File: config.mk
export PLATFORM = sky130hd
export DESIGN_NAME = alu_op_issue
export DESIGN_NICKNAME = d
export VERILOG_FILES = /design/src/rtl/alu_pkg.sv /design/src/rtl/alu_cmd_fifo.sv /design/src/rtl/alu_op_issue.sv
export SDC_FILE = /design/constraint.sdc
export NUM_CORES = 1
export LEC_CHECK = 0
export ABC_AREA = 0
export CAP_MARGIN = 30
export CORE_ASPECT_RATIO = 1.2
export CORE_MARGIN = 10
export CORE_UTILIZATION = 52
export DETAILED_ROUTE_END_ITERATION = 16
export GPL_TIMING_DRIVEN = 0
export PLACE_DENSITY = 0.79
export SYNTH_ARGS = -nofsm -noshare
export SYNTH_HDL_FRONTEND = slang
export SYNTH_HIERARCHICAL = 1
export SYNTH_SLANG_ARGS = --single-unit
File: constraint.sdc
create_clock -name clk -period 3.6 [get_ports clk]
set_clock_uncertainty 0.2 [all_clocks]
set_input_delay 0.72 -clock clk [delete_from_list [all_inputs] [get_ports clk]]
set_output_delay 0.72 -clock clk [all_outputs]
set_load 0.03 [all_outputs]
File: src/rtl/alu_pkg.sv
// Shared types for the ALU command front-end: opcodes, the queued command record
// and the issue FSM state encoding.
package alu_pkg;

    localparam logic [1:0] ALU_ADD = 2'b00;
    localparam logic [1:0] ALU_SUB = 2'b01;
    localparam logic [1:0] ALU_MUL = 2'b10;
    localparam logic [1:0] ALU_NOP = 2'b11;

    typedef struct packed {
        logic [7:0] a;
        logic [7:0] b;
        logic       cin;
        logic [1:0] sel;
    } alu_cmd_t;

    typedef enum logic [1:0] {
        IDLE,
        EXEC,
        HOLD
    } issue_state_t;

endpackage

File: src/rtl/alu_cmd_fifo.sv
// Synchronous DEPTH-entry command FIFO with occupancy count; head entry is
// presented combinationally on pop_data.
module alu_cmd_fifo
    import alu_pkg::*;
#(
    parameter int DEPTH = 4
) (
    input  logic                     clk,
    input  logic                     rst_n,
    input  logic                     push,
    input  alu_cmd_t                 push_data,
    input  logic                     pop,
    output alu_cmd_t                 pop_data,
    output logic                     full,
    output logic                     empty,
    output logic [$clog2(DEPTH):0]   level
);

    localparam int AW = $clog2(DEPTH);
    localparam int LW = AW + 1;

    alu_cmd_t        mem [DEPTH];
    logic [AW-1:0]   wr_ptr;
    logic [AW-1:0]   rd_ptr;
    logic            do_push;
    logic            do_pop;

    assign full     = (level == LW'(DEPTH));
    assign empty    = (level == '0);
    assign do_push  = push && !full;
    assign do_pop   = pop && !empty;
    assign pop_data = mem[rd_ptr];

    // NOTE: storage has no reset; pointers and level alone define which entries are valid.
    always_ff @(posedge clk) begin
        if (do_push) begin
            mem[wr_ptr] <= push_data;
        end
    end

    // Power-of-two depth lets the pointers wrap by natural overflow.
    always_ff @(posedge clk or negedge rst_n) begin
        if (!rst_n) begin
            wr_ptr <= '0;
            rd_ptr <= '0;
            level  <= '0;
        end else begin
            if (do_push) begin
                wr_ptr <= wr_ptr + 1'b1;
            end
            if (do_pop) begin
                rd_ptr <= rd_ptr + 1'b1;
            end
            case ({do_push, do_pop})
                2'b10:   level <= level + 1'b1;
                2'b01:   level <= level - 1'b1;
                default: level <= level;
            endcase
        end
    end

endmodule

File: src/rtl/alu_op_issue.sv
// Command front-end for the combinational 8-bit ALU: queues commands, issues one
// at a time onto registered alu_* outputs and returns the captured result.
module alu_op_issue
    import alu_pkg::*;
#(
    parameter int DEPTH = 4
) (
    input  logic                     clk,
    input  logic                     rst_n,
    input  logic                     cmd_valid,
    output logic                     cmd_ready,
    input  logic [7:0]               cmd_a,
    input  logic [7:0]               cmd_b,
    input  logic                     cmd_cin,
    input  logic [1:0]               cmd_sel,
    output logic [7:0]               alu_a,
    output logic [7:0]               alu_b,
    output logic                     alu_cin,
    output logic [1:0]               alu_sel,
    input  logic [15:0]              alu_result,
    input  logic                     alu_carry,
    output logic                     rsp_valid,
    input  logic                     rsp_ready,
    output logic [15:0]              rsp_result,
    output logic                     rsp_carry,
    output logic [1:0]               rsp_sel,
    output logic [$clog2(DEPTH):0]   level,
    output logic                     busy
);

    issue_state_t state_q;
    issue_state_t state_d;
    alu_cmd_t     push_cmd;
    alu_cmd_t     head_cmd;
    logic         fifo_full;
    logic         fifo_empty;
    logic         push;
    logic         pop;
    logic         capture;
    logic         release_rsp;

    assign push_cmd  = '{a: cmd_a, b: cmd_b, cin: cmd_cin, sel: cmd_sel};
    assign cmd_ready = rst_n && !fifo_full;
    assign push      = cmd_valid && cmd_ready;
    assign busy      = (state_q != IDLE) || (level != '0);

    alu_cmd_fifo #(
        .DEPTH (DEPTH)
    ) u_fifo (
        .clk       (clk),
        .rst_n     (rst_n),
        .push      (push),
        .push_data (push_cmd),
        .pop       (pop),
        .pop_data  (head_cmd),
        .full      (fifo_full),
        .empty     (fifo_empty),
        .level     (level)
    );

    // NOTE: sequential blocks use non-blocking assignments so every flop samples pre-edge values.
    always_ff @(posedge clk or negedge rst_n) begin
        if (!rst_n) begin
            state_q <= IDLE;
        end else begin
            state_q <= state_d;
        end
    end

    // NOTE: combinational blocks assign defaults first so no latch is inferred.
    always_comb begin
        state_d = state_q;
        case (state_q)
            IDLE:    if (!fifo_empty) state_d = EXEC;
            EXEC:    state_d = HOLD;
            HOLD:    if (rsp_ready) state_d = fifo_empty ? IDLE : EXEC;
            default: state_d = IDLE;
        endcase
    end

    always_comb begin
        pop         = 1'b0;
        capture     = 1'b0;
        release_rsp = 1'b0;
        case (state_q)
            IDLE: pop = !fifo_empty;
            EXEC: capture = 1'b1;
            HOLD: begin
                release_rsp = rsp_ready;
                pop         = rsp_ready && !fifo_empty;
            end
            default: ;
        endcase
    end

    // ALU operand registers; alu_sel parks on NOP whenever nothing is executing.
    always_ff @(posedge clk or negedge rst_n) begin
        if (!rst_n) begin
            alu_a   <= '0;
            alu_b   <= '0;
            alu_cin <= 1'b0;
            alu_sel <= ALU_NOP;
        end else if (pop) begin
            alu_a   <= head_cmd.a;
            alu_b   <= head_cmd.b;
            alu_cin <= head_cmd.cin;
            alu_sel <= head_cmd.sel;
        end else if (capture) begin
            alu_sel <= ALU_NOP;
        end
    end

    always_ff @(posedge clk or negedge rst_n) begin
        if (!rst_n) begin
            rsp_valid  <= 1'b0;
            rsp_result <= '0;
            rsp_carry  <= 1'b0;
            rsp_sel    <= ALU_NOP;
        end else if (capture) begin
            rsp_valid  <= 1'b1;
            rsp_result <= alu_result;
            rsp_carry  <= alu_carry;
            rsp_sel    <= alu_sel;
        end else if (release_rsp) begin
            rsp_valid  <= 1'b0;
        end
    end

endmodule

# Word level (Yosys, flattened, before mapping)
# Memories as Yosys holds them, arrays and structs flattened.
# Index checks and enable logic that the tools add are counted.
word_totals:
  regBits: 48
  latch_bits: 0
  ramBits: 76
  romBits: 0
  inputBits: 40
  output_inout_bits: 44
  wordCells: 54
  n_memories: 1
mem_list:
  columns: ["memory", "words", "word_bits", "rd", "rd_ports_with_merged_regs", "write_ports", "line_no", "text"]
  rows:
  - ["u_fifo.mem", 4, 19, 1, 0, 1, "alu_cmd_fifo.sv:22", "alu_cmd_t mem [DEPTH];"]
op_classes:
  add_sub_neg: 4
  mul: 0
  n_div: 0
  order_cmp: 0
  eq_ne: 7
  n_shift: 0
  muxes: 14
  bitwise_logic: 0
  reduce_logical: 16
ops:
  columns: ["operator", "count"]
  rows:
  - ["two-way mux 2 bit", 4]
  - ["nonzero test 2 bit", 4]
  - ["two-way mux 1 bit", 7]
  - ["case mux 2 bit (3 select lines)", 1]
  - ["case mux 3 bit (2 select lines)", 1]
  - ["logical AND 1 bit", 5]
  - ["adder 2 x 1 -> 2 bit (second input constant)", 2]
  - ["equality test 2 x 1 -> 1 bit (second input constant)", 2]
  - ["equality test 2 bit (second input constant)", 2]
  - ["!= test 2 bit (second input constant)", 2]
  - ["adder 3 x 1 -> 3 bit (second input constant)", 1]
  - ["equality test 3 bit (second input constant)", 1]
  - ["zero test 3 bit", 1]
  - ["nonzero test 3 bit", 1]
  - ["subtractor 3 x 1 -> 3 bit (second input constant)", 1]
  - ["zero test 1 bit", 2]
  - ["zero test 2 bit", 1]
  - ["case mux 1 bit (2 select lines)", 1]
  - ["AND reduction 2 bit", 1]
  - ["logical OR 1 bit", 1]

# Longest topological paths before layout
# Gate-level depths: netlist of the first run.
depth:
  depth_word: 7
  depth_mapped: 11
  depth_no_buf: 11

# Cells and area by module
# Netlist of the first run, hierarchy kept.
modules_own_cells:
  columns: ["module", "n_inst", "cells_per_inst", "area_per_inst_um2", "seq_area_each_um2"]
  rows:
  - ["alu_cmd_fifo", 1, 136, 3185.6, 2457.4]
  - ["alu_op_issue", 1, 99, 1621.6, 1031.0]

# Worst setup path before layout of the first run
# No wires, ideal clock.
synth_timing:
  kind: "reg2reg"
  from: "register u_fifo.level[0]"
  to: "register u_fifo.level[2]"
  setup_time_ps: 81
  arrival_ps: 2529
  t_required_ps: 3319
  path_slack_ps: 790
  path_stages_with_launch: 12
  n_path_buf: 1
  synth_period_minus_slack_ps: 2810
  path_cell_list: "dfrtp_1 nor3_1 or3_4 clkinv_4 buf_12 o31a_2 ha_1 inv_1 fa_1 xor2_1 nor2_1 xor2_1"
synth_between:
  elab_chain_len: 7
  elab_cells_between_ends: 16
  cone_classes: "add/sub: 2; eq/ne: 3; mux: 2; reduce/logical: 9"
synth_rtl:
  columns: ["element", "line_no", "text"]
  rows:
  - ["from (decl)", "alu_cmd_fifo.sv:16", "output logic [$clog2(DEPTH):0] level"]
  - ["from (signal assigned)", "alu_cmd_fifo.sv:55", "2'b10: level <= level + 1'b1;"]
  - ["from (signal assigned)", "alu_cmd_fifo.sv:56", "2'b01: level <= level - 1'b1;"]
  - ["from (signal assigned)", "alu_cmd_fifo.sv:57", "default: level <= level;"]
  - ["zero test 3 bit *", "alu_cmd_fifo.sv:29", "assign empty = (level == '0);"]
  - ["named net fifo_empty", "alu_op_issue.sv:36", "logic fifo_empty;"]
  - ["zero test 1 bit *", "alu_op_issue.sv:86, alu_op_issue.sv:90", null]
  - ["logical AND 1 bit", "alu_op_issue.sv:90", "pop = rsp_ready && !fifo_empty;"]
  - ["case mux 1 bit (2 select lines) *", "alu_op_issue.sv:85", "case (state_q)"]
  - ["named net pop", "alu_op_issue.sv:38", "logic pop;"]
  - ["logical AND 1 bit *", "alu_cmd_fifo.sv:31", "assign do_pop = pop && !empty;"]
  - ["named net u_fifo.do_pop", "alu_cmd_fifo.sv:26", "logic do_pop;"]
  - ["equality test 2 x 1 -> 1 bit or equality test 2 bit (tied branches)", "alu_cmd_fifo.sv:54", "case ({do_push, do_pop})"]
  - ["case mux 3 bit (2 select lines) or nonzero test 2 bit (tied branches)", null, null]
# The timed path passes the listed nets; every way through them passes the cells marked *.
# A chain may end at the register's enable or synchronous reset.

# Final worst setup path of the first run
layout_timing:
  from: "input port rst_n"
  to: "output port cmd_ready"
layout_between:
  elab_chain_len: 1
layout_rtl:
  columns: ["element", "line_no", "text"]
  rows:
  - ["from (decl)", "alu_op_issue.sv:9", "input logic rst_n,"]
  - ["logical AND 1 bit", "alu_op_issue.sv:43", "assign cmd_ready = rst_n && !fifo_full;"]
  - ["to (decl)", "alu_op_issue.sv:11", "output logic cmd_ready,"]
# No other way between the ends.

==> results of run 1 <==
-- cell usage in the layout, fill, tap and decap left out, types with 3 or more instances in the layout --
master / n
dfstp_2: 4
buf_2: 5
xor2_1: 3
clkbuf_1: 5
edfxtp_1: 76
and2_2: 4
dfrtp_1: 44
ha_1: 5
inv_1: 8
mux2_4: 10
nand2_1: 3
clkbuf_16: 16
mux2_2: 27
clkdlybuf4s50_1: 82
mux4_2: 19
nor2_1: 4
xnor2_1: 3
clkinv_2: 8
-- power by group through the flow --
stage	Clock, W	Sequential [W]	Combinational (W)
finish	0.00151	0.00213	0.00243
global route	0.00161	0.00218	0.00260
CTS	0.00155	0.00214	0.00248
detailed placement	0	0.00216	0.00246
global placement	0	0.00214	0.00241
floorplan	0	0.00260	0.00117
-- stage by stage --
stage	area (um^2)	hold slack, ns	setup slack (ns)	util, %
4_1_cts	6340	0.0155	0.502	70.1
3_5_place_dp	5800	0.294	0.0969	64.2
3_3_place_gp	5790	0.289	-1.15	64.1
2_1_floorplan	4810	0.224	0.790	-
5_1_grt	6340	0.0404	0.417	70.1
6_report	6340	0.00609	0.562	70.1
-- layer usage --
metal	up-vias	wire length [um]
met1	1260	3580
met2	75	4740
met4	0	107
met5	-	0
met3	8	571
li1	1118	-
-- worst paths after layout --
kind | end | slack, ns | start | cells after the start
worst min-delay path | rsp_result[10] | 0.006 | rst_n | 1
max in group asynchronous | alu_sel[0] | 2.59 | rst_n | 2
worst max-delay path | cmd_ready | 0.56 | rst_n | 3
worst max register to register | u_fifo/level[2] | 0.73 | u_fifo/level[0] | 11
min in group clk | rsp_result[2] | 0.30 | rsp_result[2] | 1
worst min register to register | rsp_result[2] | 0.30 | rsp_result[2] | 1
-- sequential cells by signal, indices dropped and copies added (netlist names) --
signal         flops
rsp_valid          1
u_fifo/wr_ptr      2
alu_a              8
alu_b              8
u_fifo/rd_ptr      2
rsp_result        16
alu_sel            2
rsp_carry          1
state_q            2
u_fifo/level       3
rsp_sel            2
alu_cin            1
u_fifo/mem        76
-- kinds of logic (layout without fill, tap and decap cells) --
group	Yosys count	count (layout)
flip-flops	124	124
multiplexers	57	57
AND/OR/NAND/NOR	20	20
buffers and inverters	16	132
adder cells (fa/ha/maj)	6	6
AO/OA/AOI/OAI	6	6
XOR/XNOR	6	6
-- worst max-delay path, cell delays in order --
cell             delay [ns]
buf_2                  0.46
nor2b_1                0.23
clkdlybuf4s50_1        0.70
-- final cells by class --
type,instances,area (um^2),share of cell area (%)
tap,120,150,2.37
clock buffer,22,433,6.83
timing repair buffer,84,846,13.3
multi-input combinational,95,1220,19.2
sequential,124,3490,55.1
clock inverter,10,100,1.58
inverter,9,38.8,0.612
buffer,7,62.6,0.987
==> flow_metrics.py, run 1 <==
metrics = {
    "synth": {
        "synth_ff_type": "edfxtp_1",
        "synth_top_cell_by_area": "edfxtp_1",
        "synthTopCellsByCount": "edfxtp_1, dfrtp_1, mux2_2",
        "synth_top_family_by_area": "multiplexers",
        "synth-xor-area-share_pct": 1.09,
        "yosys.area_share.simple_pct": 2.97,
        "synthesis.nets": 281,
        "syn_inst": 235,
        "synth_edf_count": 76,
        "synth_area_leaders": "edfxtp_1, dfrtp_1, mux4_2, mux2_2, mux2_4",
        "synth_cell_types": 31,
        "netlist_area_mm2": 0.00481,
        "async_flop_share_pct": 38.7,
        "synth_area_per_cell_um2": 20.5,
        "synth_compound_area_share_pct": 0.989,
        "synth-seq-cells": 124,
        "synth.area.mux_share_pct": 18.6,
        "yosys.cell_count.top_type": "edfxtp_1",
        "yosysSeqAreaShare_pct": 72.6,
        "synth_top_area_share_pct": 47.5,
        "synth_fa_ha_area_share_pct": 1.72,
        "yosys_warnings": 6,
    },
    "global_routing": {
        "grt_start_max_net_pins": 27,
        "track_usage_pct": 14.1,
        "grt_antenna_before_repair": 0,
        "grtUsageMet2_pct": 23.8,
        "grt_pass1_vias": 2685,
        "grt.overflow.total": 0,
        "grt_pass1_wl_mm": 14.3,
        "grt_util_met1_pct": 15.4,
        "met3_usage_pct": 5.76,
        "top_usage_layer": "met2",
    },
    "layout": {
        "fillerInstances": 599,
        "drive_gt1_share_pct": 30.2,
        "antenna_cells": 0,
        "layoutNonFillerInstCount": 471,
        "final_nets": 384,
        "syn2layout_area_growth_pct": 31.8,
    },
    "critical_path": {
        "crit_path_max_fanout": 26,
        "worstPathArrival_ns": 2.12,
        "worst-setup-path-type": "in -> out",
        "required_ns": 2.68,
        "start_kind": "input port",
        "endpoint_kind": "output pin",
    },
    "sta": {
        "slew_headroom_pct": 61.4,
        "max_freq_mhz": 329,
        "finalCritPeriodShare_pct": 84.4,
        "hold_violations": 0,
        "tns_ns": 0,
        "finalCriticalPeriod_ns": 3.04,
        "rsz0062_at_grt": "no",
        "drv_slew": 0,
        "tightest_slew_ns": 0.579,
        "finalSetupViolCount": 0,
    },
    "route": {
        "vias": 2461,
        "vias_per_cell": 5.23,
        "routed_wl_mm": 9.00,
        "dr.pass1.iters": 4,
        "wl_per_cell_um": 19.1,
        "drc": 0,
        "ant_nets": 0,
        "drtIter0Drc": 97,
    },
    "pwr": {
        "finalPower_w": 0.00608,
        "vdd_drop_max_mv": 0.422,
        "intPower_w": 0.00411,
        "clock_power_share_pct": 24.9,
        "p_leak_nw": 2.38,
        "power_switching_w": 0.00196,
        "p_sw_share_pct": 32.3,
        "power_frac_seq_pct": 35.1,
        "p_per_area_mw_per_mm2": 959,
        "p_comb_share_pct": 40.0,
    },
    "min_path": {
        "min_path_type": "in -> async",
    },
    "clock_network": {
        "clk_latency_ns": 0.51,
        "cts_sinks": 124,
        "htree_levels": 4,
        "path_clk_slew_ns": 0.05,
        "post_cts_buffers": 0,
        "cts_tree": "yes",
        "hold_buffers": 0,
        "cts_root_buf": "clkbuf_8",
        "cts-resized-gates": 0,
        "cts_max_path_buffers": 2,
        "cts_made_buffers": 17,
    },
    "die": {
        "die_area_mm2": 0.0135,
        "die_w_um": 108,
        "core-area_mm2": 0.00903,
        "fp-row-count": 38,
        "start_util_pct": 53.2,
        "die_y_um": 125,
        "io_pins": 84,
    },
    "outcome": {
        "run_status": "completed",
    },
    "flow_run": {
        "maxCapViolations": 0,
    },
    "place": {
        "dpl.hpwl_mm": 5.95,
        "numPortBuffers": 83,
        "routabilityCongestion": 0.705,
        "dp.cells": 439,
    },
}
No activity file was read; power rests on OpenSTA's default activity.
==> run 2: changes to the inputs <==
==> constraint.sdc (replaced) <==
create_clock -name clk -period 3.1 [get_ports clk]
set_clock_uncertainty 0.2 [all_clocks]
set_input_delay 0.62 -clock clk [delete_from_list [all_inputs] [get_ports clk]]
set_output_delay 0.62 -clock clk [all_outputs]
set_load 0.03 [all_outputs]
==> run 2 against run 1 <==
Wire length rose by 1.5%. Hold slack improved by 0.29 ns. Cell count rose by 0.64%. Die area did not move. Sequential share of layout area fell by 0.41 points. Clock power rose by 17%. First-iteration DRC count rose by 10%. Design area rose by 0.75%. Combinational power rose by 16%.
==> flow_metrics.py, run 2 (synthesis results as in run 1) <==
metrics = {
    "outcome": {
        "run_status": "completed",
    },
    "critical_path": {
        "path_cells": "dlygate4sd3_1 > buf_2 > nor2b_1 > clkdlybuf4s50_1",
        "required_ns": 2.28,
        "r2r_start": "u_fifo/level[0]",
        "crit_path_max_fanout": 4,
        "cp_slowest_stage_delay_ns": 0.70,
        "worst-setup-path-type": "in -> out",
        "start_kind": "input port",
        "worstPathArrival_ns": 2.21,
        "endpoint_kind": "output pin",
        "crit_buf_inv": 3,
        "r2r_slack_ns": 0.23,
        "reg2reg_depth": 11,
        "reg2reg_to": "u_fifo/level[2]",
        "cp_slowest_cell": "clkdlybuf4s50_1",
        "critPathTopFamily": "buffers and inverters",
    },
    "layout": {
        "final_common_cell": "clkdlybuf4s50_1",
        "syn2layout_area_growth_pct": 32.8,
        "reg_top3": "u_fifo/mem x76, rsp_result x16",
        "antenna_cells": 0,
        "largest_register_ffs": 76,
        "drive_gt1_share_pct": 30.2,
        "mostFrequentLayoutCells": "clkdlybuf4s50_1, edfxtp_1, dfrtp_1",
        "regMostFlops": "u_fifo/mem",
        "final_nets": 387,
    },
    "flow_run": {
        "maxCapViolations": 0,
    },
    "sta": {
        "finalCriticalPeriod_ns": 3.03,
        "rsz0062_at_grt": "no",
        "finalSetupViolCount": 0,
        "hold_violations": 0,
        "tns_ns": 0,
        "finalCritPeriodShare_pct": 97.7,
        "slew_headroom_pct": 61.8,
        "tightest_slew_ns": 0.573,
        "max_freq_mhz": 330,
        "drv_slew": 0,
        "hold_slack_ns": 0.300,
    },
    "min_path": {
        "hold_path_end": "rsp_result[2]",
        "min_from": "rsp_result[2]",
        "min_path_type": "reg -> reg",
        "hold_path_depth": 1,
    },
    "global_routing": {
        "grt.overflow.total": 0,
        "track_usage_pct": 14.2,
        "grt_pass1_vias": 2699,
        "grt_start_max_net_pins": 25,
        "grt_antenna_before_repair": 0,
        "grt_pass1_wl_mm": 14.4,
    },
    "clock_network": {
        "cts-resized-gates": 0,
        "cts_tree": "yes",
        "cts_made_buffers": 17,
        "htree_levels": 4,
        "cts_root_buf": "clkbuf_8",
        "cts_sinks": 124,
        "hold_buffers": 2,
        "post_cts_buffers": 0,
        "cts_max_path_buffers": 2,
        "path_clk_slew_ns": 0.05,
        "clk_latency_ns": 0.51,
    },
    "route": {
        "wl_per_cell_um": 19.3,
        "drc": 0,
        "drtIter0Drc": 107,
        "dr.pass1.iters": 4,
        "vias": 2485,
        "vias_per_cell": 5.24,
        "ant_nets": 0,
        "routed_wl_mm": 9.13,
    },
    "pwr": {
        "p_leak_nw": 2.40,
        "vdd_drop_max_mv": 0.490,
        "p_per_area_mw_per_mm2": 1110,
    },
    "die": {
        "start_util_pct": 53.2,
        "core-area_mm2": 0.00903,
        "die_area_mm2": 0.0135,
        "die_w_um": 108,
        "die_y_um": 125,
        "fp-row-count": 38,
        "io_pins": 84,
    },
    "place": {
        "routabilityCongestion": 0.705,
        "dpl.hpwl_mm": 5.95,
        "numPortBuffers": 83,
    },
}
[run 2: cell types whose count changed in the layout (fill, tap and decap cells not counted)]
cell,previous run,this run
dlygate4sd3_1,0,2
buf_16,0,1
[run 2: area by class of cell]
type / instances / area [um^2]
clock inverters: 10 / 100
repair buffers: 87 / 893
multi-input cells: 95 / 1220
plain buffers: 7 / 62.6
well taps: 120 / 150
fillers: 592 / 2650
clock buffers: 22 / 433
flip-flops and latches: 124 / 3490
inverters: 9 / 38.8
[run 2: stage by stage]
stage / power [W] / setup WS [ns] / utilization, % / instances / instance area (um^2)
final: 0.00706 / 0.0709 / 70.7 / 474 / 6380
after global routing: 0.00742 / 0.0121 / 70.7 / 474 / 6380
after CTS: 0.00716 / 0.0894 / 70.4 / 473 / 6360
after detailed placement: 0.00536 / -0.303 / 64.2 / 439 / 5800
after global placement: 0.00527 / -1.52 / 64.1 / 438 / 5790
after floorplan: 0.00438 / 0.290 / - / 235 / 4810
[run 2: power breakdown]
part	total, W	switching (W)	internal (W)
Sequential	0.00248	0.000247	0.00223
Clock	0.00176	0.000628	0.00113
Combinational	0.00283	0.00141	0.00142
Total	0.00706	0.00228	0.00478
[run 2: worst max path at each step]
stage / depth (start not counted) / startpoint / to
after floorplan: 11 / u_fifo/level[0] / u_fifo/level[2]
after global routing: 4 / rst_n / cmd_ready
after CTS: 4 / rst_n / cmd_ready
after global placement: 11 / rst_n / u_fifo/level[2]
after detailed placement: 12 / rsp_ready / u_fifo/level[2]
final: 4 / rst_n / cmd_ready
[run 2: worst register-to-register path: stages (launching register included)]
cell and delay (ns):
dfrtp_1 0.51, nor3_1 0.15, or3_4 0.43, clkinv_4 0.13, buf_12 0.17, o31a_2 0.19
ha_1 0.18, inv_1 0.06, fa_1 0.37, xor2_1 0.15, nor2_1 0.11, xor2_1 0.15
[run 2: metal layers]
metal  vias to the layer above  track usage [%]  share of wire, %
met5                         -                0                 0
met4                         0             5.59               1.3
met3                        13             5.81               6.4
met2                        72             24.2                53
met1                      1275             15.3                39
li1                       1125                -                 -
==> run 3: changes to the inputs <==
--- a/config.mk
+++ b/config.mk
@@ -11,8 +11,9 @@
 export CORE_MARGIN = 10
 export CORE_UTILIZATION = 52
 export DETAILED_ROUTE_END_ITERATION = 16
+export GPL_ROUTABILITY_DRIVEN = 0
 export GPL_TIMING_DRIVEN = 0
-export PLACE_DENSITY = 0.79
+export PLACE_DENSITY = 0.85
 export SYNTH_ARGS = -nofsm -noshare
 export SYNTH_HDL_FRONTEND = slang
 export SYNTH_HIERARCHICAL = 1
==> constraint.sdc (replaced) <==
create_clock -name clk -period 3.3 [get_ports clk]
set_clock_uncertainty 0.2 [all_clocks]
set_input_delay 0.66 -clock clk [delete_from_list [all_inputs] [get_ports clk]]
set_output_delay 0.66 -clock clk [all_outputs]
set_load 0.03 [all_outputs]
==> run 3 against run 2 <==
Largest power group unchanged. Critical path type is now in -> reg. Hold slack got worse by 0.26 ns. Total power decreased by 6.0%. First-iteration DRC count down 41%. Sequential share of layout area is 0.075 points higher. Combinational power fell by 5%.
==> flow_metrics.py, run 3 (synthesis results as in run 1) <==
metrics = {
    "place": {
        "dpl.hpwl_mm": 6.22,
        "numPortBuffers": 83,
    },
    "pwr": {
        "p_per_area_mw_per_mm2": 1040,
        "vdd_drop_max_mv": 0.535,
        "p_leak_nw": 2.39,
    },
    "clock_network": {
        "htree_levels": 4,
        "cts_made_buffers": 17,
        "cts_root_buf": "clkbuf_8",
        "clk_latency_ns": 0.51,
        "cts_sinks": 124,
        "cts_tree": "yes",
        "cts_max_path_buffers": 2,
        "path_clk_slew_ns": 0.06,
    },
    "critical_path": {
        "path_cells": "clkdlybuf4s50_1 > nor2b_4 > or3_4 > clkinv_4 > buf_12 > o31a_2 > ha_1 > inv_1 > fa_1 > xor2_1 > nor2_1 > xor2_1",
        "reg2reg_depth": 11,
        "crit_buf_inv": 4,
        "cp_slowest_cell": "clkdlybuf4s50_1",
        "cp_slowest_stage_delay_ns": 0.53,
        "endpoint_kind": "flip-flop",
        "r2r_slack_ns": 0.42,
        "worst-setup-path-type": "in -> reg",
        "worstPathArrival_ns": 3.17,
        "r2r_start": "u_fifo/level[0]",
        "crit_top_cell": "xor2_1",
        "start_kind": "input port",
        "reg2reg_to": "u_fifo/level[2]",
        "required_ns": 3.53,
        "crit_path_max_fanout": 10,
        "critPathTopFamily": "buffers and inverters",
    },
    "sta": {
        "finalSetupViolCount": 0,
        "rsz0062_at_grt": "no",
        "hold_violations": 0,
        "finalCritPeriodShare_pct": 89.3,
        "slew_headroom_pct": 62.2,
        "max_freq_mhz": 340,
        "finalCriticalPeriod_ns": 2.95,
        "drv_slew": 0,
        "hold_slack_ns": 0.0415,
        "tightest_slew_ns": 0.565,
    },
    "global_routing": {
        "track_usage_pct": 14.7,
        "grt_pass1_wl_mm": 14.8,
        "grt_start_max_net_pins": 34,
        "grt_pass1_vias": 2772,
        "grt_antenna_before_repair": 1,
        "grt.overflow.total": 0,
    },
    "flow_run": {
        "maxCapViolations": 0,
    },
    "layout": {
        "final_nets": 386,
        "drive_gt1_share_pct": 30.6,
        "final_common_cell": "clkdlybuf4s50_1",
        "largest_register_ffs": 76,
        "mostFrequentLayoutCells": "clkdlybuf4s50_1, edfxtp_1, dfrtp_1",
        "final_util_pct": 70.6,
        "reg_top3": "u_fifo/mem x76, rsp_result x16",
        "syn2layout_area_growth_pct": 32.6,
        "regMostFlops": "u_fifo/mem",
    },
    "route": {
        "ant_nets": 0,
        "wl_per_cell_um": 20.0,
        "routed_wl_mm": 9.48,
        "vias_per_cell": 5.25,
        "drtIter0Drc": 63,
        "drc": 0,
        "dr.pass1.iters": 4,
        "vias": 2487,
    },
    "outcome": {
        "run_status": "completed",
    },
    "die": {
        "core-area_mm2": 0.00903,
        "start_util_pct": 53.2,
        "die_w_um": 108,
        "fp-row-count": 38,
        "die_y_um": 125,
        "io_pins": 84,
        "die_area_mm2": 0.0135,
    },
    "min_path": {
        "min_path_type": "in -> async",
    },
}
run 3: changes by cell type in the layout (fill, tap and decap cells not counted):
cell,change
diode_2,+1
clkbuf_8,+2
dlygate4sd3_1,-1
clkbuf_16,+1
clkinvlp_4,+2
inv_4,+1
clkinv_2,-6
buf_16,-1
bufinv_16,-2
buf_12,+1
clkbuf_1,-2
clkinv_4,+3
clkinv_1,+1
run 3: where the power goes:
group          internal (W)  switching, W
combinational       0.00134       0.00134
sequential          0.00210      0.000239
clock               0.00100      0.000623
run 3: metal layers:
| metal | wire length (um) | part of all wire (%) | global-route usage [%] |
|---|---|---|---|
| met2 | 4990 | 53 | 24.3 |
| met5 | 0 | 0 | 0 |
| met4 | 192 | 2.0 | 6.77 |
| met1 | 3690 | 39 | 16.2 |
| met3 | 609 | 6.4 | 5.70 |
run 3: repair_timing:
action,4_1_cts,5_1_grt
setup buffers,0,0
resized for setup,0,0
hold buffers,2,0
hold endpoints to repair,11,0
run 3: layout make-up:
type,count,area (um^2)
Clock inverter,9,61.3
Timing Repair Buffer,86,876
Clock buffer,23,478
Multi-Input combinational cell,95,1220
Tap cell,120,150
Inverter,9,38.8
Sequential cell,124,3490
Buffer,7,62.6
Fill cell,572,2660
Antenna cell,1,2.50
run 3: worst max path at each step:
stage	startpoint	cells after the start	endpoint	slack (ns)
6_report	rsp_ready	12	u_fifo/level[2]	0.35
5_1_grt	u_fifo/level[0]	11	u_fifo/level[2]	0.28
4_1_cts	rsp_ready	12	u_fifo/level[2]	0.39
3_5_place_dp	rsp_ready	12	u_fifo/level[2]	-0.12
3_3_place_gp	rst_n	11	u_fifo/level[2]	-1.34
2_1_floorplan	u_fifo/level[0]	11	u_fifo/level[2]	0.49
run 3: through the flow:
step / std cells / total power (W) / setup TNS [ns] / cell area, um^2 / worst slack (ns)
floorplan: 235 / 0.00411 / 0 / 4810 / 0.490
global placement: 438 / 0.00494 / -104.68 / 5790 / -1.34
detailed placement: 439 / 0.00506 / -0.124 / 5800 / -0.124
CTS: 473 / 0.00672 / 0 / 6370 / 0.388
global route: 474 / 0.00697 / 0 / 6370 / 0.284
finish: 474 / 0.00664 / 0 / 6370 / 0.355
